$ cat src/rtl/q_tune_seq.sv
// q_tune_seq: binary-search tuner for a current reference that drives an analog
// Q-factor loop. Each step applies the midpoint of [a, b], waits for the analog
// path to settle, requests a Q measurement and narrows the interval toward the
// target Q. Stops with a one-cycle done pulse once |measured - desired| < TOL,
// or with a one-cycle fail pulse when the iteration budget or the interval runs out.
//
// Ports:
//   clk, rst          clock, asynchronous active-high reset
//   start, abort      begin a run (accepted only when idle), cancel any run
//   desired_q         target Q, latched on an accepted start
//   i_ref_max         upper search bound, latched on an accepted start
//   meas_req          measurement request, high for the whole MEASURE state
//   meas_valid        measurement-complete strobe (ignored outside MEASURE)
//   measured_q        measurement data, qualified by meas_valid
//   i_ref             registered current reference to the analog front end
//   busy, done, fail  run active, success pulse, failure pulse
//   iter_count        evaluations completed in the current or last run
module q_tune_seq #(
  parameter int WIDTH    = 10,
  parameter int TOL      = 30,
  parameter int SETTLE   = 16,
  parameter int MAX_ITER = 12
) (
  input  logic             clk,
  input  logic             rst,
  input  logic             start,
  input  logic             abort,
  input  logic [WIDTH-1:0] desired_q,
  input  logic [WIDTH-1:0] i_ref_max,
  output logic             meas_req,
  input  logic             meas_valid,
  input  logic [WIDTH-1:0] measured_q,
  output logic [WIDTH-1:0] i_ref,
  output logic             busy,
  output logic             done,
  output logic             fail,
  output logic [3:0]       iter_count
);

  localparam logic [2:0] ST_IDLE    = 3'd0;
  localparam logic [2:0] ST_APPLY   = 3'd1;
  localparam logic [2:0] ST_SETTLE  = 3'd2;
  localparam logic [2:0] ST_MEASURE = 3'd3;
  localparam logic [2:0] ST_EVAL    = 3'd4;
  localparam logic [2:0] ST_DONE    = 3'd5;
  localparam logic [2:0] ST_FAIL    = 3'd6;

  localparam int CW = (SETTLE > 1) ? $clog2(SETTLE) : 1;
  localparam logic [CW-1:0]  SETTLE_LAST = CW'(SETTLE - 1);
  localparam logic [WIDTH:0] TOL_W       = (WIDTH + 1)'(TOL);
  localparam logic [3:0]     MAX_ITER_W  = 4'(MAX_ITER);

  logic [2:0]       state_q, state_d;
  logic [WIDTH-1:0] a_q, a_d, b_q, b_d;
  logic [WIDTH-1:0] des_q, des_d;
  logic [WIDTH-1:0] meas_q, meas_d;
  logic [WIDTH-1:0] i_ref_q, i_ref_d;
  logic [3:0]       iter_q, iter_d;
  logic [CW-1:0]    settle_q, settle_d;

  // Datapath helpers
  logic [WIDTH:0]        sum_w;
  logic [WIDTH-1:0]      mid;
  logic signed [WIDTH:0] diff;
  logic [WIDTH:0]        err_abs;
  logic                  go_up;
  logic [WIDTH-1:0]      next_a, next_b;
  logic [WIDTH:0]        gap;
  logic [3:0]            iter_inc;

  always_comb begin
    sum_w    = {1'b0, a_q} + {1'b0, b_q};
    mid      = WIDTH'(sum_w >> 1);
    diff     = $signed({1'b0, meas_q}) - $signed({1'b0, des_q});
    err_abs  = diff[WIDTH] ? $unsigned(-diff) : $unsigned(diff);
    go_up    = des_q > meas_q;
    next_a   = go_up ? i_ref_q : a_q;
    next_b   = go_up ? b_q : i_ref_q;
    // Collapse is judged on the interval the next step would search.
    gap      = {1'b0, next_b} - {1'b0, next_a};
    iter_inc = iter_q + 4'd1;
  end

  always_comb begin
    state_d  = state_q;
    a_d      = a_q;
    b_d      = b_q;
    des_d    = des_q;
    meas_d   = meas_q;
    i_ref_d  = i_ref_q;
    iter_d   = iter_q;
    settle_d = settle_q;
    if (abort) begin
      // Abort wins over start and meas_val in every state.
      state_d = ST_IDLE;
      i_ref_d = '0;
    end else begin
      case (state_q)
        ST_IDLE: begin
          if (start) begin
            a_d     = '0;
            b_d     = i_ref_max;
            des_d   = desired_q;
            iter_d  = '0;
            state_d = ST_APPLY;
          end
        end
        ST_APPLY: begin
          i_ref_d  = mid;
          settle_d = '0;
          state_d  = ST_SETTLE;
        end
        ST_SETTLE: begin
          if (settle_q == SETTLE_LAST) begin
            state_d = ST_MEASURE;
          end else begin
            settle_d = settle_q + 1'b1;
          end
        end
        ST_MEASURE: begin
          if (meas_valid) begin
            meas_d  = measured_q;
            state_d = ST_EVAL;
          end
        end
        ST_EVAL: begin
          iter_d = iter_inc;
          if (err_abs < TOL_W) begin
            state_d = ST_DONE;
          end else if (iter_inc == MAX_ITER_W || gap <= (WIDTH + 1)'(1)) begin
            i_ref_d = '0;
            state_d = ST_FAIL;
          end else begin
            a_d     = next_a;
            b_d     = next_b;
            state_d = ST_APPLY;
          end
        end
        ST_DONE: state_d = ST_IDLE;
        ST_FAIL: state_d = ST_IDLE;
        default: begin
          i_ref_d = '0;
          state_d = ST_IDLE;
        end
      endcase
    end
  end

  always_ff @(posedge clk or posedge rst) begin
    if (rst) begin
      state_q  <= ST_IDLE;
      a_q      <= '0;
      b_q      <= '0;
      des_q    <= '0;
      meas_q   <= '0;
      i_ref_q  <= '0;
      iter_q   <= '0;
      settle_q <= '0;
    end else begin
      state_q  <= state_d;
      a_q      <= a_d;
      b_q      <= b_d;
      des_q    <= des_d;
      meas_q   <= meas_d;
      i_ref_q  <= i_ref_d;
      iter_q   <= iter_d;
      settle_q <= settle_d;
    end
  end

  // Outputs decode straight from the state register, so reset clears them at once.
  assign meas_req   = (state_q == ST_MEASURE);
  assign busy       = (state_q != ST_IDLE);
  assign done       = (state_q == ST_DONE);
  assign fail       = (state_q == ST_FAIL);
  assign i_ref      = i_ref_q;
  assign iter_count = iter_q;

endmodule

$ cat config.mk
export PLATFORM = sky130hd
export DESIGN_NAME = q_tune_seq
export DESIGN_NICKNAME = d
export VERILOG_FILES = /design/src/rtl/q_tune_seq.sv
export SDC_FILE = /design/constraint.sdc
export NUM_CORES = 1
export LEC_CHECK = 0
export ABC_AREA = 1
export CAP_MARGIN = 20
export CORE_AREA = 4 4 147 149
export CTS_CLUSTER_SIZE = 8
export DETAILED_ROUTE_END_ITERATION = 8
export DIE_AREA = 0 0 151 153
export PLACE_DENSITY = 0.45
export RECOVER_POWER = 50
export SETUP_SLACK_MARGIN = 0.4
export SKIP_LAST_GASP = 1
export SLEW_MARGIN = 30
export SYNTH_ARGS = -nofsm -noshare
export SYNTH_HDL_FRONTEND = slang
export SYNTH_SLANG_ARGS = --single-unit
$ cat constraint.sdc
create_clock -name clk -period 4.1 [get_ports clk]
set_clock_uncertainty 0.2 [all_clocks]
set_input_delay 0.615 -clock clk [delete_from_list [all_inputs] [get_ports clk]]
set_output_delay 0.615 -clock clk [all_outputs]
set_load 0.02 [all_outputs]
==> results of run 1 <==
[per-layer routing]
layer  vias up  GRT usage  wire length, microns
met2        48      0.216                  7110
met1      2269      0.182                  7410
li1       2551          -                     -
met5         -          0                     0
met3        10     0.0264                   363
met4         0     0.0341                   163
[timing repair]
item,4_1_cts,5_1_grt
endpoints found under the setup margin,33,33
hold buffers,0,0
buffers inserted,28,9
hold endpoints to repair,0,0
cloned,6,2
pin swaps,13,33
resized for setup,68,62
[stage by stage]
step           setup slack, ns  cell area (sq um)  setup TNS (ns)   util
2_1_floorplan            0.219               5000               0      -
3_3_place_gp           -0.0414               6110          -0.880  0.303
3_5_place_dp           -0.0788               6110           -1.65  0.303
4_1_cts                 0.0732               7080               0  0.351
5_1_grt                 -0.239               7440           -6.75  0.369
6_report              -0.00593               7440        -0.00781  0.369
[synthesized netlist by cell type, drive strengths merged, types with 6 or more instances]
cell type    n
o21ai       34
or2          7
nand4        9
dfrtp       61
clkbuf       9
ha          32
nand3       47
inv         92
nand3b       6
a21oi       21
mux2        11
nand2      300
nor2        51
nor3         6
buf          6
[state kept, by name (all words and copies together) (netlist names), named ones only]
register,cells
a_q,10
des_q,10
i_ref,10
meas_q,10
b_q,9
iter_count,4
settle_q,4
state_q,3
[final cells by class]
class | count | area, sq um | area share
clock buffers | 12 | 246 | 0.0331
inverters | 92 | 353 | 0.0474
repair buffers | 139 | 1380 | 0.185
clock inverters | 4 | 95.1 | 0.0128
flip-flops and latches | 61 | 1530 | 0.205
multi-input cells | 550 | 3510 | 0.471
well taps | 270 | 338 | 0.0454
[worst paths after layout]
| path | from | to |
|---|---|---|
| setup reg to reg | meas_q[2] | a_q[1] |
| hold / removal | meas_q[9] | meas_q[9] |
| min in group asynchronous | rst | settle_q[2] |
| max in group asynchronous | rst | i_ref[4] |
| hold reg to reg | meas_q[9] | meas_q[9] |
| setup / recovery | meas_q[2] | a_q[1] |
[worst reg2reg max path: cells and delay by family (launching register included)]
kind / cells / cell delay (ns)
buf+inv: 7 / 0.79
simple gates: 14 / 1.16
mux: 1 / 0.26
compound gates: 4 / 0.57
fa+ha+maj: 2 / 0.52
xor+xnor: 1 / 0.16
flops: 1 / 0.40
[logic make-up after synthesis]
logic type,count (synthesis),synth area share
AOI/OAI and AO/OA,63,0.0767
xor gates and xnor gates,5,0.00880
adders and majority gates,35,0.0925
buffers and inverters,107,0.0902
DFF,61,0.307
muxes,15,0.0329
and+or+nand+nor,429,0.392
==> results.json, run 1 <==
{
  "synthArstFlopShare": 1.00,
  "max_stage_delay_ns": 0.40,
  "crit_slowest_cell": "dfrtp_1",
  "hold_viol": 0,
  "cts.sinks": 61,
  "final_common_cell": "nand2_1",
  "post-dp-hpwl_mm": 10.3,
  "drc": 0,
  "viasPerCell": 4.32,
  "cp_max_fo": 7,
  "rsz0062_at_grt": "true",
  "max_freq_mhz": 244,
  "startpoint_type": "flop",
  "wire_per_inst_microns": 13.3,
  "areaGrowthSynthToFinish_pct": 49.5,
  "cts_max_level": 3,
  "drv_cap": 1,
  "whs_ns": 0.314,
  "cp_top_family": "simple AND/OR/NAND/NOR gates",
  "placementRows": 52,
  "grt_pass1_vias": 4828,
  "ys_types": 41,
  "die_h_microns": 153,
  "ys_seq_area_frac": 0.307,
  "track_usage": 0.134,
  "diodes": 0,
  "grt_overflow": 0,
  "setup_ws_ns": -0.00593,
  "numCtsBuffers": 9,
  "fin_nets": 923,
  "violations": "capacitance limit, slew limit, setup timing",
  "yosys.area.top_type": "dfrtp_1",
  "path_clk_slew_ns": 0.05,
  "hp-class": "flop to flop",
  "ant_nets": 0,
  "cp.arrival_ns": 4.18,
  "cts_root_buf": "clkbuf_16",
  "hold_depth": 1,
  "relSlewSlack": -0.0680,
  "crit_cells": 29,
  "grt_pass1_wl_mm": 24.5,
  "wirelength_mm": 15.0,
  "netlist_area_sq_um": 4980,
  "synthesis.area_per_instance_sq_um": 6.96,
  "synth_cells": 715,
  "drt_pre_antenna_iters": 4,
  "drv_slew": 62,
  "drt_iter0_drc": 222,
  "r2r_cells": 29,
  "synth_edf_count": 0,
  "io_pins": 53,
  "setup_viol": 2,
  "fin_crit_sh": 1.00,
  "worst-path-buf-inv": 7,
  "crit_path_end_kind": "flop",
  "design.core.area_sq_um": 20200,
  "portBuffers": 52,
  "synth_nets": 785,
  "cts_max_path_buffers": 2,
  "crit_type": "flop to flop",
  "r2r_setup_slack_ns": -0.006,
  "critical_path.most_common_cell": "nand2_2",
  "placedCellCount": 1067,
  "start_util": 0.247,
  "fillers": 2141,
  "status": "finished with violations",
  "antenna_found_initial": 0,
  "die_w_microns": 151,
  "layout_common_cells": "nand2_1, inv_1, buf_4",
  "final_cells": 1128,
  "synth_ff_type": "dfrtp_1",
  "tritoncts": "built",
  "worstMarginPinSlew_ns": 1.60,
  "required_ns": 4.17,
  "drive_gt1_frac": 0.324,
  "clock_latency_ns": 0.33,
  "grt_max_degree": 62,
  "ys_top_cells_by_area": "dfrtp_1, nand2_1, ha_1",
  "vias": 4878,
  "period_needed_ns": 4.11,
  "synth_top_area_frac": 0.307,
  "globalplace.congestion": 0.806,
  "yosysWarnings": 0,
  "ys_seq_elements": 61,
  "die_area_sq_um": 23100
}
Power of run 1 is left out: the tool's default activity adds up to more than one toggle a clock period on the data nets, which glitch-free logic cannot reach.
==> inputs of run 2 (changes only) <==
--- a/config.mk
+++ b/config.mk
@@ -11,8 +11,9 @@
 export CTS_CLUSTER_SIZE = 8
 export DETAILED_ROUTE_END_ITERATION = 8
 export DIE_AREA = 0 0 151 153
-export PLACE_DENSITY = 0.45
+export PLACE_DENSITY = 0.44
 export RECOVER_POWER = 50
+export REMOVE_ABC_BUFFERS = 1
 export SETUP_SLACK_MARGIN = 0.4
 export SKIP_LAST_GASP = 1
 export SLEW_MARGIN = 30
==> constraint.sdc (replaced) <==
create_clock -name clk -period 4 [get_ports clk]
set_clock_uncertainty 0.2 [all_clocks]
set_input_delay 0.6 -clock clk [delete_from_list [all_inputs] [get_ports clk]]
set_output_delay 0.6 -clock clk [all_outputs]
set_load 0.02 [all_outputs]
==> run 2 against run 1 <==
  * The flow now finishes without violations
  * Sequential share of layout area increased by 1.1 points
  * Die area unchanged
  * Register-to-register slack improved by 0.10 ns
==> results.json, run 2 (synthesized netlist as in run 1, its figures left out) <==
{
  "numCtsBuffers": 9,
  "drt_iter0_drc": 162,
  "fin_nets": 905,
  "hp-start": "i_ref[5]",
  "hold_viol": 0,
  "r2r-end": "a_q[4]",
  "grt_overflow": 0,
  "whs_ns": 0.303,
  "status": "complete, no violations",
  "drc": 0,
  "fillers": 2179,
  "grt_pass1_vias": 4607,
  "die_area_sq_um": 23100,
  "hold_end": "i_ref[5]",
  "startpoint_type": "flop",
  "drt_pre_antenna_iters": 5,
  "fin_crit_sh": 0.976,
  "die_w_microns": 151,
  "drive_gt1_frac": 0.280,
  "worst-path-buf-inv": 7,
  "cts_max_path_buffers": 2,
  "drv_slew": 0,
  "max_freq_mhz": 256,
  "ant_nets": 0,
  "viasPerCell": 4.22,
  "final_cells": 1110,
  "setup_viol": 0,
  "tritoncts": "built",
  "start_util": 0.247,
  "diodes": 0,
  "placementRows": 52,
  "cp_top_family": "simple AND/OR/NAND/NOR gates",
  "antenna_found_initial": 0,
  "multiInputGateArea_sq_um": 3380,
  "areaGrowthSynthToFinish_pct": 41.8,
  "reg2reg_from": "des_q[4]",
  "design.core.area_sq_um": 20200,
  "regArea_sq_um": 1530,
  "placedCellCount": 1079,
  "grt_pass1_wl_mm": 23.0,
  "rsz0062_at_grt": "true",
  "r2r_cells": 30,
  "hold_depth": 2,
  "fin_util": 0.350,
  "wirelength_mm": 13.9,
  "crit_path_end_kind": "flop",
  "grt_max_degree": 26,
  "io_pins": 53,
  "crit_type": "flop to flop",
  "globalplace.congestion": 0.789,
  "max_stage_delay_ns": 0.38,
  "die_h_microns": 153,
  "cp.arrival_ns": 3.99,
  "crit_cells": 30,
  "clock_latency_ns": 0.35,
  "cp_max_fo": 18,
  "cts.sinks": 61,
  "drv_cap": 0,
  "r2r_setup_slack_ns": 0.1,
  "cts_max_level": 3,
  "vias": 4682,
  "period_needed_ns": 3.90,
  "cts_root_buf": "clkbuf_16",
  "track_usage": 0.126,
  "required_ns": 4.09,
  "post-dp-hpwl_mm": 10.3,
  "crit_slowest_cell": "fa_2",
  "hp-class": "flop to flop",
  "path_clk_slew_ns": 0.06,
  "critical_path.most_common_cell": "nand2_2",
  "relSlewSlack": 0.228,
  "wire_per_inst_microns": 12.5,
  "worstMarginPinSlew_ns": 1.16,
  "final_common_cell": "nand2_1",
  "portBuffers": 52,
  "layout_common_cells": "nand2_1, inv_1, dfrtp_1"
}
-- run 2: tightest hold or removal path, stage by stage, from the launching register on --
cell and delay, ns:
dfrtp_1 0.36, nand2_1 0.06, nand2_1 0.05
-- run 2: stage by stage --
stage	setup WS [ns]	TNS, ns	cell area (sq um)
after detailed placement	-0.206	-6.16	6180
final	0.0965	0	7060
after global placement	-0.173	-4.82	6180
after floorplan	-0.253	-7.42	4880
after global routing	-0.174	-3.54	7060
after CTS	0.0460	0	6680
-- run 2: worst max-delay path by stage --
stage / startpoint / endpoint
global route: des_q[4] / a_q[8]
floorplan: meas_q[2] / a_q[8]
detailed placement: meas_q[2] / b_q[6]
finish: des_q[4] / a_q[4]
global placement: des_q[2] / i_ref[7]
CTS: des_q[4] / a_q[0]
-- run 2: what timing repair did --
item / CTS / global route
cloned: 1 / 1
pin swaps: 11 / 14
hold buffers: 0 / 0
setup endpoints to repair: 33 / 33
resized for setup: 35 / 73
setup buffers: 3 / 10
-- run 2: area by class of cell --
type	count	share of cell area
Inverter	92	0.0500
Tap cell	270	0.0479
Sequential cell	61	0.216
Clock buffer	12	0.0364
Timing Repair Buffer	123	0.160
Multi-Input combinational cell	548	0.479
Clock inverter	4	0.00993
-- run 2: layer usage --
metal	up-vias	wire length (microns)	GRT usage	part of all wire
li1	2505	-	-	-
met1	2099	6860	0.175	0.49
met2	63	6300	0.196	0.45
met3	15	519	0.0222	0.037
met4	0	225	0.0427	0.016
met5	-	0	0	0
Power of run 2 is left out for the same reason.
